==> config.mk <==
export PLATFORM = sky130hd
export DESIGN_NAME = alm_seq_ctrl
export DESIGN_NICKNAME = d
export VERILOG_FILES = /design/src/rtl/alm_seq_ctrl.sv
export SDC_FILE = /design/constraint.sdc
export NUM_CORES = 1
export LEC_CHECK = 0
export ABC_AREA = 0
export CAP_MARGIN = 40
export CORE_MARGIN = 5
export CORE_UTILIZATION = 54
export CTS_CLUSTER_DIAMETER = 200
export DETAILED_ROUTE_END_ITERATION = 12
export GPL_ROUTABILITY_DRIVEN = 1
export PLACE_DENSITY = 0.84
export SETUP_SLACK_MARGIN = 0.2
export SYNTH_ARGS = -nofsm -noshare
export SYNTH_HDL_FRONTEND = slang
export SYNTH_SLANG_ARGS = --single-unit
==> constraint.sdc <==
create_clock -name clk -period 7 [get_ports clk]
set_input_delay 1.05 -clock clk [delete_from_list [all_inputs] [get_ports clk]]
set_output_delay 1.05 -clock clk [all_outputs]
set_load 0.005 [all_outputs]
==> src/rtl/alm_seq_ctrl.sv <==
// Sequencer for the shared truncated log converter of the ALM approximate multiplier.
// Converts A then B through one converter, adds the logs and applies a Mitchell antilog.
module alm_seq_ctrl #(
  parameter int M = 11
) (
  input  logic                clk,
  input  logic                rst,
  input  logic                in_valid,
  output logic                in_ready,
  input  logic [15:0]         in_a,
  input  logic [15:0]         in_b,
  output logic [15:0]         conv_o,
  output logic [15:0]         conv_x,
  input  logic [16-M+4-1:0]   conv_tlog,
  output logic                out_valid,
  input  logic                out_ready,
  output logic [31:0]         out_p,
  output logic                busy
);
  localparam int F = 16 - M;
  localparam int W = F + 4;

  typedef enum logic [2:0] {IDLE, CONV_A, CONV_B, SUM, OUT} state_t;

  state_t          state, state_nxt;
  logic [15:0]     a_reg, b_reg;
  logic            z;
  logic [W-1:0]    la, lb;
  logic [W:0]      lsum;
  logic [4:0]      k_sum;
  logic [F-1:0]    fr;
  logic [F+31:0]   shifted;
  logic [15:0]     cur_x;

  function automatic logic [15:0] msb_onehot(input logic [15:0] x);
    logic [15:0] r;
    r = '0;
    for (int i = 0; i < 16; i++)
      if (x[i]) r = 16'(1) << i;
    return r;
  endfunction

  always_ff @(posedge clk) begin
    if (rst) begin
      state <= IDLE;
      a_reg <= '0;
      b_reg <= '0;
      z     <= 1'b0;
      la    <= '0;
      lb    <= '0;
      out_p <= '0;
    end else begin
      state <= state_nxt;
      case (state)
        IDLE: if (in_valid) begin
          a_reg <= in_a;
          b_reg <= in_b;
          z     <= (in_a == 16'd0) | (in_b == 16'd0);
        end
        CONV_A: la <= conv_tlog;
        CONV_B: lb <= conv_tlog;
        SUM:    out_p <= z ? 32'd0 : shifted[F+31:F];
        default: ;
      endcase
    end
  end

  // Fraction carry naturally lands in the characteristic since K is the upper slice of the sum.
  always_comb begin
    lsum    = {1'b0, la} + {1'b0, lb};
    k_sum   = lsum[W:F];
    fr      = lsum[F-1:0];
    shifted = {31'd0, 1'b1, fr} << k_sum;
  end

  always_comb begin
    state_nxt = state;
    cur_x     = '0;
    case (state)
      IDLE:   if (in_valid) state_nxt = CONV_A;
      CONV_A: begin cur_x = a_reg; state_nxt = CONV_B; end
      CONV_B: begin cur_x = b_reg; state_nxt = SUM; end
      SUM:    state_nxt = OUT;
      OUT:    if (out_ready) state_nxt = IDLE;
      default: state_nxt = IDLE;
    endcase
  end

  assign conv_x    = cur_x;
  assign conv_o    = msb_onehot(cur_x);
  assign in_ready  = (state == IDLE);
  assign out_valid = (state == OUT);
  assign busy      = (state != IDLE);
endmodule

# Word-level counts from Yosys, hierarchy flattened
# Index checks and enable logic that the tools add are counted.
[totals]
ff_bits = 86
latch_bits = 0
ram_bits = 0
rom_bits = 0
inputBits = 45
out_inout_bits = 67
wordCells = 43
mem_count = 0
[op_classes]
addsub = 1
mul = 0
n_div = 0
order_cmp = 0
n_eq_ne = 6
shift = 1
muxes = 21
n_bitwise = 1
reduce_logical = 6
[op_table]
columns = ["operator", "count"]
rows = [
  ["16-bit 2-to-1 mux", 15],
  ["6-bit by 5-bit left shift with 37-bit output", 1],
  ["16-bit zero test", 2],
  ["32-bit 2-to-1 mux", 1],
  ["16-bit one-hot mux with 2 select lines", 1],
  ["3-bit one-hot mux with 5 select lines", 1],
  ["9-bit by 9-bit adder with 10-bit output", 1],
  ["3-bit by 2-bit equality test with 1-bit output (second input constant)", 2],
  ["3-bit 2-to-1 mux", 2],
  ["2-bit AND reduction", 2],
  ["3-bit by 1-bit equality test with 1-bit output (second input constant)", 1],
  ["3-bit equality test (second input constant)", 1],
  ["3-bit zero test", 1],
  ["3-bit nonzero test", 1],
  ["2-bit by 1-bit inequality test with 1-bit output (second input constant)", 1],
  ["2-bit inequality test (second input constant)", 1],
  ["1-bit 2-to-1 mux", 1],
  ["1-bit bitwise OR", 1],
]

# Depth between registers and ports, before layout
# Gate-level depths: netlist of the first run.
[depth]
depth_word = 18
ltp_mapped = 10
depth_no_buf = 9

# Worst setup path before layout of the first run
# OpenSTA, ideal clock, no wires.
[synth_timing]
kind = "register to output"
from = "reg state[0]"
to = "out conv_o[0]"
arrival_time_ns = 2.024
required_time_ns = 5.950
slack_ns = 3.926
path_stages_with_launch = 9
n_path_buf = 1
path_cell_list = "dfxtp_1 buf_6 nand3b_1 a21oi_1 nor4_2 nand2b_1 or3_4 or3_4 nor4_4"
[synth_via]
word_cells_on_any_way = 19
cone_classes = "2 x eq/ne; 17 x mux"
[synth_lines]
columns = ["item", "line", "source"]
rows = [
  ["from (decl)", "25", "state_t state, state_nxt;"],
  ["from (signal assigned)", "53", "state <= state_nxt;"],
  ["3-bit by 2-bit equality test with 1-bit output or 3-bit by 1-bit equality test with 1-bit output (tied branches)", "79", "case (state)"],
  ["16-bit one-hot mux with 2 select lines (*)", "79", ""],
  ["net conv_x[11]", "13", "output logic [15:0] conv_x,"],
  ["16-bit 2-to-1 mux (*) (5 in a row)", "39", "if (x[i]) r = 16'(1) << i;"],
  ["to (decl)", "12", "output logic [15:0] conv_o,"],
]
# The timed path passes the listed nets; every way through them passes the cells marked *.

# Worst setup path in the final report of the first run
[layout_timing]
from = "reg state[1]"
to = "out conv_o[0]"
[layout_via]
elab_chain_cells = 18
word_cells_on_any_way = 19
cone_classes = "2 x eq/ne; 17 x mux"
[layout_lines]
columns = ["item", "line"]
rows = [
  ["3-bit by 2-bit equality test with 1-bit output or 3-bit by 1-bit equality test with 1-bit output (tied branches)", "79"],
  ["16-bit one-hot mux with 2 select lines (*)", "79"],
  ["1-bit 2-to-1 mux", "39"],
  ["16-bit 2-to-1 mux (14 in a row)", "39"],
  ["16-bit 2-to-1 mux (*)", "39"],
]
# Every way passes the cells marked *; elsewhere a longest branch is shown, timed or not.

==> flow_summary_export.csv, run 1 <==
group,metric,value,unit
clock_network,cts_made_buffers,9,
logic_synthesis,synth-seq-cells,86,
routing,vias_per_cell,5.879,
die,dieArea,10270,um2
finish,syn_to_final_growth,29.11,%
routing,drtPass1Iterations,5,
finish,nets,698,
clock_network,cts.repair.resized,0,
routing,dr.first_iter.drc_count,273,
sta,finalCriticalPeriod,4670,ps
critical_path,crit_slowest_cell,"dfxtp_1",
critical_path,cp_max_fo,23,
logic_synthesis,synth_nets,606,
pwr,vdd_drop_max,105.0,uV
global_routing,grt_max_degree,64,
sta,finalHoldViolations,0,
clock_network,cts_num_sinks,86,
die,die_x,101.3,um
die,top_level_ports,112,
logic_synthesis,yosys_warnings,0,
logic_synthesis,syn_area,4504,um2
placement,port_buffers,111,
finish,largest_register_ffs,32,
critical_path,path_common_cell,"or3_4",
finish,drive_above_1_share,7.883,%
sta,finalSetupViolations,0,
logic_synthesis,yosysTopAreaCell,"dfxtp_1",
clock_network,htree_levels,3,
critical_path,start_kind,"flop",
global_routing,grt_pass1_wl,19930,um
routing,num_vias,4421,
logic_synthesis,synth_edf_count,0,
routing,post_drt_wl_per_cell,16.37,um
global_routing,top_usage_layer,"met2",
placement,routabilityCongestion,0.8804,
critical_path,critPathBufInv,1,
routing,routed_wl,12310,um
sta,rsz0062_at_grt,"false",
sta,fin_crit_sh,66.71,%
sta,fin_tns_setup,0,ps
global_routing,grt_remaining_overflow,0,
critical_path,endpoint_kind,"output pin",
sta,slew_headroom,52.42,%
critical_path,path_class,"reg -> out",
placement,postPlaceCellArea,5627,um2
flow_run,cap_violations,0,
clock_network,cts_tree,"built",
sta,layout_setup_ws,2330,ps
pwr,leakagePower,2.113,nW
global_routing,use_met3,4.545,%
global_routing,grt_pass1_vias,4293,
clock_network,post-cts-setup-buffers,0,
finish,layout_common_cells,"133 x nand2_1, 110 x clkdlybuf4s50_1, 86 x dfxtp_1, 72 x a21oi_1, 22 x nor2_1",
logic_synthesis,avgSynthCellArea,8.175,um2
placement,dp_slack,2784,ps
global_routing,grtUsageMet2,39.19,%
clock_network,cts_hold_buf,0,
critical_path,crit_required,5950,ps
die,core_area,8175,um2
hold_path,hp-class,"reg -> reg",
sta,tightestPinTransition,712.7,ps
global_routing,grt_usage,23.79,%
routing,drc_errors,0,
clock_network,clk_pin_slew,80,ps
finish,n_antenna_cell,0,
finish,stdcell_area,5816,um2
logic_synthesis,async_flop_share,0,%
critical_path,cpPeakStageDelay,790,ps
logic_synthesis,synth_cell_types,69,
logic_synthesis,synth_ff_type,"dfxtp_1",
outcome,status,"finished clean",
placement,hpwl,9300,um
finish,layout_commonest_cell,"nand2_1",
clock_network,clockBufferDepth,2,
critical_path,crit_family,"simple AND/OR/NAND/NOR gates",
critical_path,cp.arrival,3620,ps
clock_network,ctsRootBufferMaster,"clkbuf_8",
die,die_h,101.3,um
die,rows,33,
critical_path,worstPathCellList,"nand3b_1 > a21oi_1 > nor4_2 > nand2b_1 > or3_4 > or3_4 > nor4_4 > clkdlybuf4s50_1",
finish,fillers,642,
logic_synthesis,synthTopCellsByArea,"dfxtp_1 38%, nand2_1 11%, a21oi_1 8.0%",
logic_synthesis,synth_top_area_share,38.22,%
clock_network,clk_latency,350,ps
global_routing,use_met1,31.08,%
die,initial_utilization,55.10,%
pwr,power_density,200.6,nW/um2
global_routing,antenna_found_initial,0,
sta,slew_viol_final,0,
logic_synthesis,ys_seq_area_share,38.22,%
routing,drtAntennaViolNets,0,
logic_synthesis,synth_cells,551,
sta,max_freq,0.2142,GHz
sta,skew,8.073,ps
==> path summary, 6_finish.rpt <==
path / from / endpoint / slack, ps / depth (start not counted)
max reg2reg: la[0] / out_p[15] / 3650 / 9
min reg2reg: out_p[4] / out_p[4] / 440 / 2
max: state[1] / conv_o[0] / 2330 / 8
min: out_p[4] / out_p[4] / 440 / 2
==> routing by layer <==
| metal | vias to the layer above | wire length (um) |
|---|---|---|
| met1 | 2076 | 5148 |
| met5 | - | 0 |
| li1 | 2139 | - |
| met4 | 0 | 241 |
| met3 | 23 | 892 |
| met2 | 183 | 6028 |
==> cell type report <==
class	count	area [um2]	share of cell area, %
Clock inverter	4	47.55	0.8176
Inverter	6	22.52	0.3873
Timing Repair Buffer	117	1159	19.92
Multi-Input combinational cell	423	2592	44.58
Clock buffer	11	141.4	2.431
Tap cell	105	131.4	2.259
Sequential cell	86	1722	29.60
==> worst reg2reg max path, stage by stage, from the launching register on <==
cell      delay, ps
dfxtp_1         320
ha_1            240
fa_1            450
a211oi_2        320
nor4_1          100
nand4b_1        450
a311o_1         430
o32ai_2         530
a31oi_1         170
a211oi_1        260
==> through the flow <==
stage | power, mW | cells | util, % | hold slack, ps
after floorplan | 0.7353 | 551 | - | 434.5
after global placement | 0.8227 | 736 | 68.64 | 427.0
after detailed placement | 0.8350 | 737 | 68.82 | 430.6
after CTS | 1.166 | 752 | 71.14 | 441.1
after global routing | 1.219 | 752 | 71.14 | 471.8
final | 1.167 | 752 | 71.14 | 438.4
==> synth_stat cells, types with 8 or more instances <==
library cell / number
nand2_1: 133
nor4_1: 10
dfxtp_1: 86
nor3_1: 11
a21oi_1: 72
nor2_1: 22
ha_1: 9
a22oi_1: 11
o21ai_1: 8
nand3b_1: 14
clkbuf_1: 22
nand3_1: 9
a22o_1: 18
==> cell families after synthesis <==
| kind of cell | Yosys count | share of synthesized area [%] |
|---|---|---|
| compound gates | 146 | 21.92 |
| simple gates | 247 | 27.36 |
| buf+inv | 42 | 4.444 |
| flops | 86 | 38.22 |
| fa+ha+maj | 10 | 2.945 |
| mux | 7 | 1.667 |
| xor+xnor | 13 | 3.445 |
==> report_power, final <==
part	total [mW]	switching [mW]	internal [mW]
Clock	0.338	0.167	0.172
Sequential	0.537	0.0232	0.514
Combinational	0.291	0.168	0.123
Total	1.17	0.358	0.809
Note: power is estimated with default switching activity, not from simulation.
==> run 2, diff against run 1 <==
--- a/config.mk
+++ b/config.mk
@@ -8,11 +8,11 @@
 export ABC_AREA = 0
 export CAP_MARGIN = 40
 export CORE_MARGIN = 5
-export CORE_UTILIZATION = 54
+export CORE_UTILIZATION = 45
 export CTS_CLUSTER_DIAMETER = 200
 export DETAILED_ROUTE_END_ITERATION = 12
 export GPL_ROUTABILITY_DRIVEN = 1
-export PLACE_DENSITY = 0.84
+export PLACE_DENSITY = 0.74
 export SETUP_SLACK_MARGIN = 0.2
 export SYNTH_ARGS = -nofsm -noshare
 export SYNTH_HDL_FRONTEND = slang
==> constraint.sdc (replaced) <==
create_clock -name clk -period 3.8 [get_ports clk]
set_input_delay 0.57 -clock clk [delete_from_list [all_inputs] [get_ports clk]]
set_output_delay 0.57 -clock clk [all_outputs]
set_load 0.005 [all_outputs]
==> flow_summary_export.csv, run 2 (synthesized netlist as in run 1, its figures left out) <==
group,metric,value,unit
global_routing,grt_pass1_vias,4153,
flow_run,cap_violations,0,
die,rows,36,
finish,syn_to_final_growth,32.39,%
hold_path,hp-class,"reg -> reg",
finish,n_antenna_cell,0,
global_routing,grt_usage,20.78,%
finish,drive_above_1_share,9.756,%
clock_network,clockBufferDepth,2,
sta,max_freq,0.2989,GHz
hold_path,hold_depth,2,
die,die_h,110.0,um
clock_network,htree_levels,3,
clock_network,cts_made_buffers,9,
critical_path,start_kind,"flop",
sta,finalSetupViolations,0,
clock_network,clk_pin_slew,90,ps
routing,drtPass1Iterations,5,
sta,tightestPinTransition,902.3,ps
clock_network,clk_latency,370,ps
global_routing,grt_max_degree,41,
pwr,power_density,372.5,nW/um2
clock_network,ctsRootBufferMaster,"clkbuf_8",
routing,num_vias,4427,
sta,rsz0062_at_grt,"false",
routing,drtAntennaViolNets,0,
sta,slew_headroom,39.72,%
pwr,p_int,1.507,mW
critical_path,crit_required,3230,ps
global_routing,grt_pass1_wl,19930,um
clock_network,cts_tree,"built",
clock_network,cts_num_sinks,86,
die,initial_utilization,46.08,%
die,die_x,110.0,um
pwr,switching_share,32.17,%
routing,drc_errors,0,
sta,skew,12.02,ps
pwr,leakagePower,2.250,nW
critical_path,endpoint_kind,"output pin",
finish,layout_common_cells,"133 x nand2_1, 105 x clkdlybuf4s50_1, 83 x dfxtp_1, 72 x a21oi_1, 22 x nor2_1",
pwr,power.share.clock,30.2,%
pwr,power,2.221,mW
sta,fin_crit_sh,88.04,%
global_routing,grt_remaining_overflow,0,
placement,hpwl,9657,um
hold_path,min_from,"out_p[20]",
critical_path,cp_max_fo,12,
die,top_level_ports,112,
pwr,combPwrFrac,25.6,%
die,dieArea,12110,um2
finish,nets,706,
pwr,seq_power_share,44.1,%
sta,fin_tns_setup,0,ps
routing,routed_wl,12550,um
placement,routabilityCongestion,0.8654,
global_routing,antenna_found_initial,0,
routing,post_drt_wl_per_cell,15.91,um
sta,slew_viol_final,0,
finish,layout_commonest_cell,"nand2_1",
critical_path,path_class,"reg -> out",
finish,largest_register_ffs,32,
critical_path,crit_start,"state[0]",
sta,finalCriticalPeriod,3346,ps
pwr,power_switching,0.7147,mW
routing,dr.first_iter.drc_count,258,
clock_network,cts_hold_buf,0,
routing,vias_per_cell,5.611,
placement,port_buffers,111,
critical_path,r2r_start,"la[0]",
critical_path,r2r_cells,9,
outcome,status,"finished clean",
sta,finalHoldViolations,0,
die,core_area,9774,um2
pwr,vdd_drop_max,195.1,uV
critical_path,cp.arrival,2780,ps
[run 2: cell types whose count changed in the layout (fill, tap and decap cells not counted), sizes merged]
cell           change
clkbuf             -2
buf                +8
dlymetal6s2s       +4
clkdlybuf4s50      -5
dlygate4sd2        +1
inv                +3
[run 2: power groups by stage]
stage | registers [mW] | clock network, mW | logic, mW
6_report | 0.981 | 0.671 | 0.570
5_1_grt | 0.987 | 0.714 | 0.622
4_1_cts | 0.981 | 0.677 | 0.566
3_5_place_dp | 1.00 | 0 | 0.557
3_3_place_gp | 0.999 | 0 | 0.531
2_1_floorplan | 0.989 | 0 | 0.366
[run 2: path summary, 6_finish.rpt]
check	endpoint	slack [ps]
max	conv_o[1]	450
min	out_p[20]	440
max reg2reg	out_p[17]	640
min reg2reg	out_p[20]	440
[run 2: layout make-up]
cell class / instances / area [um2]
Tap cell: 133 / 166.4
Clock buffer: 9 / 123.9
Clock inverter: 7 / 80.08
Sequential cell: 86 / 1730
Inverter: 6 / 22.52
Timing Repair Buffer: 125 / 1247
Fill cell: 893 / 3811
Multi-Input combinational cell: 423 / 2592
[run 2: critical path: stages, from the launching register on]
cell and delay (ps):
dfxtp_4 420, nand3b_1 120, a21oi_1 120, nor4_2 340
nand2b_1 130, or3_4 370, or3_4 430, nor4_2 210
dlygate4sd2_1 260
[run 2: metal layers]
layer	part of all wire (%)	track usage, %	vias up
met5	0	0	-
met4	2.4	7.302	0
met3	7.6	5.242	27
met2	48	33.28	174
met1	42	27.16	2062
li1	-	-	2164
[run 2: metrics by stage]
step,utilization (%),hold slack (ps),setup WS (ps),cell area (um2),std cells
floorplan,-,434.5,1206,4504,551
global placement,58.15,426.7,386.5,5684,769
detailed placement,58.59,429.9,304.3,5727,771
global route,61.01,464.6,294.8,5963,789
CTS,60.91,442.5,133.7,5953,789
finish,61.01,438.5,454.5,5963,789
[run 2: repair_timing]
action / 4_1_cts / 5_1_grt
gates resized for setup: 6 / 4
buffers inserted: 2 / 0
setup endpoints to repair: 5 / 4
==> run 3, diff against run 2 <==
--- a/config.mk
+++ b/config.mk
@@ -5,7 +5,6 @@
 export SDC_FILE = /design/constraint.sdc
 export NUM_CORES = 1
 export LEC_CHECK = 0
-export ABC_AREA = 0
 export CAP_MARGIN = 40
 export CORE_MARGIN = 5
 export CORE_UTILIZATION = 45
@@ -14,6 +13,7 @@
 export GPL_ROUTABILITY_DRIVEN = 1
 export PLACE_DENSITY = 0.74
 export SETUP_SLACK_MARGIN = 0.2
+export SLEW_MARGIN = 20
 export SYNTH_ARGS = -nofsm -noshare
 export SYNTH_HDL_FRONTEND = slang
 export SYNTH_SLANG_ARGS = --single-unit
==> flow_summary_export.csv, run 3 (synthesized netlist as in run 1, its figures left out) <==
group,metric,value,unit
clock_network,htree_levels,3,
finish,largest_register_ffs,32,
pwr,combPwrFrac,25.7,%
routing,dr.first_iter.drc_count,309,
sta,fin_tns_setup,0,ps
clock_network,clockBufferDepth,2,
finish,stdcell_count,790,
routing,drtAntennaViolNets,0,
critical_path,path_class,"reg -> out",
clock_network,ctsRootBufferMaster,"clkbuf_8",
clock_network,cts_made_buffers,9,
routing,drc_errors,0,
routing,post_drt_wl_per_cell,15.90,um
placement,port_buffers,111,
sta,tightestPinTransition,676.2,ps
pwr,seq_power_share,44.2,%
pwr,power.share.clock,30.2,%
pwr,p_int,1.507,mW
finish,nets,707,
pwr,power_switching,0.7139,mW
die,die_h,110.0,um
flow_run,cap_violations,0,
pwr,vdd_drop_max,194.6,uV
finish,n_antenna_cell,0,
sta,slew_viol_final,0,
critical_path,worstPathCellList,"nand3b_1 > a21oi_1 > nor4_2 > nand2b_1 > or3_4 > or3_4 > nor4_2 > dlygate4sd2_1",
sta,max_freq,0.2990,GHz
sta,rsz0062_at_grt,"false",
clock_network,clk_pin_slew,90,ps
hold_path,hp-class,"reg -> reg",
clock_network,clk_latency,370,ps
die,rows,36,
sta,slew_headroom,54.60,%
critical_path,crit_required,3230,ps
die,die_x,110.0,um
pwr,switching_share,32.14,%
routing,num_vias,4422,
die,initial_utilization,46.08,%
finish,layout_common_cells,"133 x nand2_1, 105 x clkdlybuf4s50_1, 83 x dfxtp_1, 72 x a21oi_1, 22 x nor2_1",
critical_path,cp.arrival,2770,ps
finish,drive_above_1_share,9.893,%
critical_path,endpoint_kind,"output pin",
routing,routed_wl,12560,um
die,dieArea,12110,um2
pwr,power_density,372.0,nW/um2
sta,finalSetupViolations,0,
finish,syn_to_final_growth,32.56,%
sta,fin_crit_sh,88.02,%
global_routing,grt_remaining_overflow,0,
critical_path,cp_max_fo,12,
finish,fillers,892,
clock_network,cts_hold_buf,0,
die,top_level_ports,112,
clock_network,cts_num_sinks,86,
sta,finalHoldViolations,0,
outcome,status,"finished clean",
global_routing,grt_max_degree,41,
global_routing,grt_pass1_wl,19930,um
critical_path,cpPeakStageDelay,430,ps
sta,finalCriticalPeriod,3345,ps
die,core_area,9774,um2
global_routing,antenna_found_initial,0,
routing,vias_per_cell,5.597,
finish,layout_commonest_cell,"nand2_1",
placement,hpwl,9657,um
critical_path,start_kind,"flop",
global_routing,grt_pass1_vias,4153,
pwr,leakagePower,2.255,nW
placement,dp_cells,771,
placement,routabilityCongestion,0.8654,
global_routing,grt_usage,20.78,%
critical_path,crit_slowest_cell,"or3_4",
sta,skew,12.31,ps
clock_network,cts_tree,"built",
routing,drtPass1Iterations,7,
-- run 3: changes by cell type in the layout (fill, tap and decap cells not counted) --
cell / delta
buf_4: +1
-- run 3: area by class of cell --
class	count	area (um2)	area share (%)
Sequential cell	86	1730	28.98
Clock buffer	9	123.9	2.075
Clock inverter	7	80.08	1.341
Tap cell	133	166.4	2.787
Multi-Input combinational cell	423	2592	43.42
Timing Repair Buffer	126	1255	21.02
Inverter	6	22.52	0.3772
-- run 3: power by group through the flow --
stage          logic (mW)  clock network [mW]  registers [mW]
6_report            0.571               0.670           0.981
5_1_grt             0.623               0.714           0.987
4_1_cts             0.566               0.677           0.981
3_5_place_dp        0.557                   0            1.00
3_3_place_gp        0.531                   0           0.999
2_1_floorplan       0.366                   0           0.989
-- run 3: worst paths after layout --
check                  from        end  slack, ps  depth (start not counted)
hold / removal    out_p[20]  out_p[20]        440                          2
setup reg to reg      la[0]  out_p[17]        640                          9
hold reg to reg   out_p[20]  out_p[20]        440                          2
setup / recovery   state[0]  conv_o[1]        460                          8
-- run 3: what timing repair did --
| item | 4_1_cts | 5_1_grt |
|---|---|---|
| setup endpoints to repair | 5 | 4 |
| gates cloned | 0 | 0 |
| setup buffers | 2 | 0 |
| gates resized for setup | 6 | 4 |
-- run 3: critical path: cells and delay by family, from the launching register on --
kind	cells	cell delay (ps)
buffers and inverters	1	260
AO/OA/AOI/OAI	1	140
AND/OR/NAND/NOR	6	1590
flip-flops	1	420
-- run 3: through the flow --
stage / area, um2 / hold slack [ps] / utilization (%) / power, mW / setup WS (ps)
after global routing: 5971 / 464.6 / 61.09 / 2.325 / 294.8
final: 5971 / 438.6 / 61.09 / 2.221 / 455.4
after global placement: 5684 / 426.7 / 58.15 / 1.531 / 386.5
after detailed placement: 5727 / 429.9 / 58.59 / 1.559 / 304.3
after CTS: 5953 / 442.5 / 60.91 / 2.224 / 133.7
after floorplan: 4504 / 434.5 / - / 1.355 / 1206
-- run 3: metal layers --
layer | up-vias | wire length (um) | track usage (%) | part of all wire [%]
met5 | - | 0 | 0 | 0
met4 | 0 | 262 | 7.302 | 2.1
met3 | 28 | 1020 | 5.242 | 8.1
met2 | 191 | 5999 | 33.28 | 48
met1 | 2039 | 5275 | 27.16 | 42
li1 | 2164 | - | - | -
